## src/rtl/mem_port_arbiter.sv

```systemverilog
// mem_port_arbiter: shares one main-memory port between fetch (read-only) and data (read/write) requesters.
// Optional ARB_DATA_PRIO_EN: ties always go to the data side instead of alternating round-robin.
module mem_port_arbiter #(
    parameter int ADDR_W      = 32,
    parameter int DATA_W      = 32,
    parameter int MEM_LATENCY = 4
) (
    input  logic              clk,
    input  logic              rst_b,
    input  logic              i_req,
    input  logic [ADDR_W-1:0] i_addr,
    output logic              i_gnt,
    output logic              i_done,
    input  logic              d_req,
    input  logic              d_we,
    input  logic [ADDR_W-1:0] d_addr,
    input  logic [DATA_W-1:0] d_wdata,
    output logic              d_gnt,
    output logic              d_done,
    output logic [DATA_W-1:0] rdata,
    output logic              busy,
    output logic [ADDR_W-1:0] mem_addr,
    output logic [DATA_W-1:0] mem_data_in,
    output logic              mem_write_en,
    input  logic [DATA_W-1:0] mem_data_out
);

    localparam int CNT_W = (MEM_LATENCY > 1) ? $clog2(MEM_LATENCY) : 1;
    localparam logic [CNT_W-1:0] CNT_LOAD = CNT_W'(MEM_LATENCY - 1);

    typedef enum logic {IDLE, BUSY} state_t;
    typedef enum logic {OWN_I, OWN_D} owner_t;

    state_t            r_state;
    state_t            w_nextState;
    owner_t            r_owner;
    owner_t            r_lastOwner;
    owner_t            w_winner;
    logic [CNT_W-1:0]  r_cnt;
    logic              r_weQ;
    logic [ADDR_W-1:0] r_memAddr;
    logic [DATA_W-1:0] r_memDataIn;
    logic              w_grant;
    logic              w_last;
    logic              w_tieToD;

    always_ff @(posedge clk) begin
        if (!rst_b) begin
            r_state     <= IDLE;
            r_owner     <= OWN_I;
            r_lastOwner <= OWN_I;
            r_cnt       <= '0;
            r_weQ       <= 1'b0;
            r_memAddr   <= '0;
            r_memDataIn <= '0;
        end else begin
            r_state <= w_nextState;
            if (w_grant) begin
                r_owner     <= w_winner;
                r_lastOwner <= w_winner;
                r_cnt       <= CNT_LOAD;
                r_memAddr   <= (w_winner == OWN_D) ? d_addr : i_addr;
                r_weQ       <= (w_winner == OWN_D) && d_we;
                if (w_winner == OWN_D) begin
                    r_memDataIn <= d_wdata;
                end
            end else if (r_state == BUSY && r_cnt != '0) begin
                r_cnt <= r_cnt - CNT_W'(1);
            end
        end
    end

    always_comb begin
        w_nextState  = r_state;
        w_winner     = OWN_I;
        w_grant      = 1'b0;
        w_last       = 1'b0;
        i_gnt        = 1'b0;
        d_gnt        = 1'b0;
        i_done       = 1'b0;
        d_done       = 1'b0;
        rdata        = '0;
        busy         = 1'b0;
        mem_write_en = 1'b0;
        mem_addr     = r_memAddr;
        mem_data_in  = r_memDataIn;

`ifdef ARB_DATA_PRIO_EN
        // Last owner keeps updating so both builds share one datapath; only the tie rule differs.
        w_tieToD = (r_lastOwner == OWN_I) | 1'b1;
`else
        w_tieToD = (r_lastOwner == OWN_I);
`endif
        if (d_req && (!i_req || w_tieToD)) begin
            w_winner = OWN_D;
        end

        case (r_state)
            IDLE: begin
                if (i_req || d_req) begin
                    w_grant     = 1'b1;
                    w_nextState = BUSY;
                end
            end
            BUSY: begin
                busy         = 1'b1;
                w_last       = (r_cnt == '0);
                i_gnt        = (r_owner == OWN_I);
                d_gnt        = (r_owner == OWN_D);
                mem_write_en = r_weQ;
                if (w_last) begin
                    i_done      = (r_owner == OWN_I);
                    d_done      = (r_owner == OWN_D);
                    rdata       = mem_data_out;
                    w_nextState = IDLE;
                end
            end
            default: w_nextState = IDLE;
        endcase
    end

endmodule
```

## config.mk

```make
export PLATFORM = sky130hd
export DESIGN_NAME = mem_port_arbiter
export DESIGN_NICKNAME = d
export VERILOG_FILES = /design/src/rtl/mem_port_arbiter.sv
export SDC_FILE = /design/constraint.sdc
export NUM_CORES = 1
export LEC_CHECK = 0
export CAP_MARGIN = 20
export CORE_MARGIN = 1
export CORE_UTILIZATION = 37
export DETAILED_ROUTE_END_ITERATION = 12
export GPL_TIMING_DRIVEN = 0
export PLACE_DENSITY = 0.87
export SLEW_MARGIN = 10
export SYNTH_ARGS = -nofsm -noshare
export SYNTH_HDL_FRONTEND = slang
export SYNTH_SLANG_ARGS = --single-unit
```

## constraint.sdc

```tcl
create_clock -name clk -period 3.65 [get_ports clk]
set_input_delay 0.9125 -clock clk [delete_from_list [all_inputs] [get_ports clk]]
set_output_delay 0.9125 -clock clk [all_outputs]
set_load 0.01 [all_outputs]
```

==> results.json <==
{
  "end_kind": "output pin",
  "finalSetupTns_ns": 0,
  "max_slew_margin": 0.7059,
  "htree_levels": 3,
  "portBuffers": 233,
  "leakage_uw": 0.002400,
  "cts_tree": "done",
  "finalClockSkew_ns": 0.008912,
  "ir_worst_vdd_mv": 0.2479,
  "synth_top_area_frac": 0.4391,
  "core_um2": 8217,
  "arrival_ns": 2.19,
  "synth_area_per_cell_um2": 8.149,
  "die_w_um": 94.21,
  "grt_max_degree": 12,
  "initialDrtViolationCount": 74,
  "place.gp.congestion": 0.8498,
  "dieArea_um2": 8875,
  "clkTransAtPathRegs_ns": 0.07,
  "grt_pass1_wl_mm": 16.15,
  "drive_gt1_frac": 0.05669,
  "path_cells": "clkbuf_1 > clkbuf_2 > and3_1 > clkdlybuf4s50_1",
  "hold_class": "reg -> reg",
  "startpoint_type": "flip-flop",
  "drt_drc_violations_left": 0,
  "report.final.slew_viol_count": 0,
  "worstPathRequired_ns": 2.74,
  "ys.warnings.count": 0,
  "rows": 33,
  "ios": 235,
  "start_util": 0.3828,
  "wl_per_cell_um": 14.41,
  "p_per_area_nw_per_um2": 368.7,
  "post_cts_buffers": 0,
  "num_vias": 3600,
  "via_per_inst": 4.865,
  "final_cells": 740,
  "grt-ovfl-total": 0,
  "area_growth_pct": 84.77,
  "clk-insertion-delay-late_ns": 0.34,
  "cts.sinks": 69,
  "dr.pass1.iters": 4,
  "status": "complete, no violations",
  "yosys-top-cells-area": "dfxtp_1 (44%), nand2_1 (16%), mux2i_1 (10%)",
  "die_h_um": 94.21,
  "fin_crit_ns": 3.106,
  "cts_buffers": 9,
  "finalCritPeriodShare": 0.8510,
  "netlist_area_um2": 3146,
  "rsz0062_at_grt": "false",
  "path_class": "reg -> out",
  "clockBufferDepth": 2,
  "ant_nets": 0,
  "hold_violations": 0,
  "setup_viol": 0,
  "dp_cells": 724,
  "slowest_delay_ns": 0.56,
  "root_buffer": "clkbuf_8",
  "synth_cells": 386,
  "cts_resized": 0,
  "fin_util": 0.7073,
  "routed_wl_mm": 10.67,
  "layout.area.seq_um2": 1381,
  "critPathTopFamily": "buffers and inverters",
  "maxCapViolCount": 0,
  "worst_slew_pin_slew_ns": 0.4412,
  "fmax_mhz": 321.9,
  "fill_cells": 645,
  "critPathSlowestCell": "clkdlybuf4s50_1",
  "grt_pass1_vias": 3472,
  "seq_area_frac_synth": 0.4391,
  "yosys_register_bits": 69,
  "final_nets": 764,
  "multiInputGateArea_um2": 1534,
  "syn-num-nets": 520,
  "synth_cell_types": 26,
  "antenna_found_initial": 0,
  "place.detailed.hpwl_mm": 8.422,
  "cp.buffers_inverters": 3,
  "synth_area_leader_cell": "dfxtp_1",
  "path_max_fanout": 10,
  "ctsHoldBuffers": 0,
  "grt.total_usage": 0.2337,
  "antenna_cells": 0
}
-- sequential cells by signal, indices dropped and copies added (netlist names) --
name and count:
mem_data_in 32, mem_addr 32, r_weQ 1, r_cnt 2
r_lastOwner 1, r_state 1
-- Yosys cell counts --
cell      count
a211oi_1      2
a21bo_1       1
a21boi_2      1
a31oi_1      32
and2_1        2
and2b_1       1
and3_1       33
buf_12        3
buf_2         9
buf_6         3
clkbuf_1     16
clkbuf_2      4
dfxtp_1      69
ha_1          1
inv_1         3
mux2i_1      32
nand2_1     131
nor2_1        3
nor2_8        1
nor2b_1       2
nor3_1        2
o21a_1        1
o21ai_0      29
o21ai_1       3
o21ba_4       1
o32ai_1       1
-- cells in the final DEF, fill, tap and decap left out, types with 2 or more instances in the layout --
cell type / n
a211oi_1: 2
a31oi_1: 32
and2_1: 2
and3_1: 33
buf_12: 3
buf_2: 9
buf_6: 3
clkbuf_1: 18
clkbuf_2: 4
clkbuf_8: 11
clkdlybuf4s50_1: 233
dfxtp_1: 69
inv_1: 3
mux2i_1: 32
nand2_1: 131
nor2_1: 3
nor2b_1: 2
nor3_1: 2
o21ai_0: 29
o21ai_1: 3
-- layout make-up --
type / instances / area share
timing repair buffer: 233 / 0.4013
multi-input combinational: 279 / 0.2639
sequential: 69 / 0.2377
buffer: 35 / 0.03767
clock buffer: 13 / 0.02734
tap: 105 / 0.02260
clock inverter: 3 / 0.007535
inverter: 3 / 0.001938
-- logic make-up after synthesis --
| logic type | synth area share |
|---|---|
| buffers and inverters | 0.07319 |
| flip-flops | 0.4391 |
| adder cells (fa/ha/maj) | 0.003977 |
| AO/OA/AOI/OAI | 0.1364 |
| AND/OR/NAND/NOR | 0.2454 |
| multiplexers | 0.1018 |
-- through the flow --
| stage | instance area (um2) | power [uW] | hold WS, ns | worst slack, ns |
|---|---|---|---|---|
| final | 5812 | 2143 | 0.4568 | 0.5438 |
| after global routing | 5812 | 2254 | 0.4700 | 0.3975 |
| after CTS | 5812 | 2158 | 0.4593 | 0.5321 |
| after global placement | 5609 | 1511 | 0.4425 | 0.6692 |
| after detailed placement | 5609 | 1526 | 0.4494 | 0.6510 |
| after floorplan | 3146 | 1145 | 0.4368 | 1.597 |
-- report_power, final --
| part | internal [uW] | switching, uW |
|---|---|---|
| logic | 377 | 267 |
| clock network | 354 | 278 |
| registers | 825 | 40.8 |
| total | 1560 | 586 |
-- worst paths after layout --
check                   from  slack, ns         endpoint  depth (start not counted)
max                  r_state       0.54         rdata[9]                          4
min          mem_data_in[10]       0.46  mem_data_in[10]                          2
max reg2reg      r_lastOwner       2.22     mem_addr[19]                          4
min reg2reg  mem_data_in[10]       0.46  mem_data_in[10]                          2
-- routing by layer --
metal,vias up,wire [um],track usage,part of all wire
li1,1797,-,-,-
met1,1628,4289,0.2603,0.40
met2,152,5260,0.4070,0.49
met3,23,885,0.07120,0.083
met4,0,230,0.1013,0.022
met5,-,0,0,0
-- worst min-delay path, stage by stage (launching register included) --
cell     delay, ns
dfxtp_1       0.31
nand2_1       0.05
mux2i_1       0.05
(Power assumes the default switching activity.)
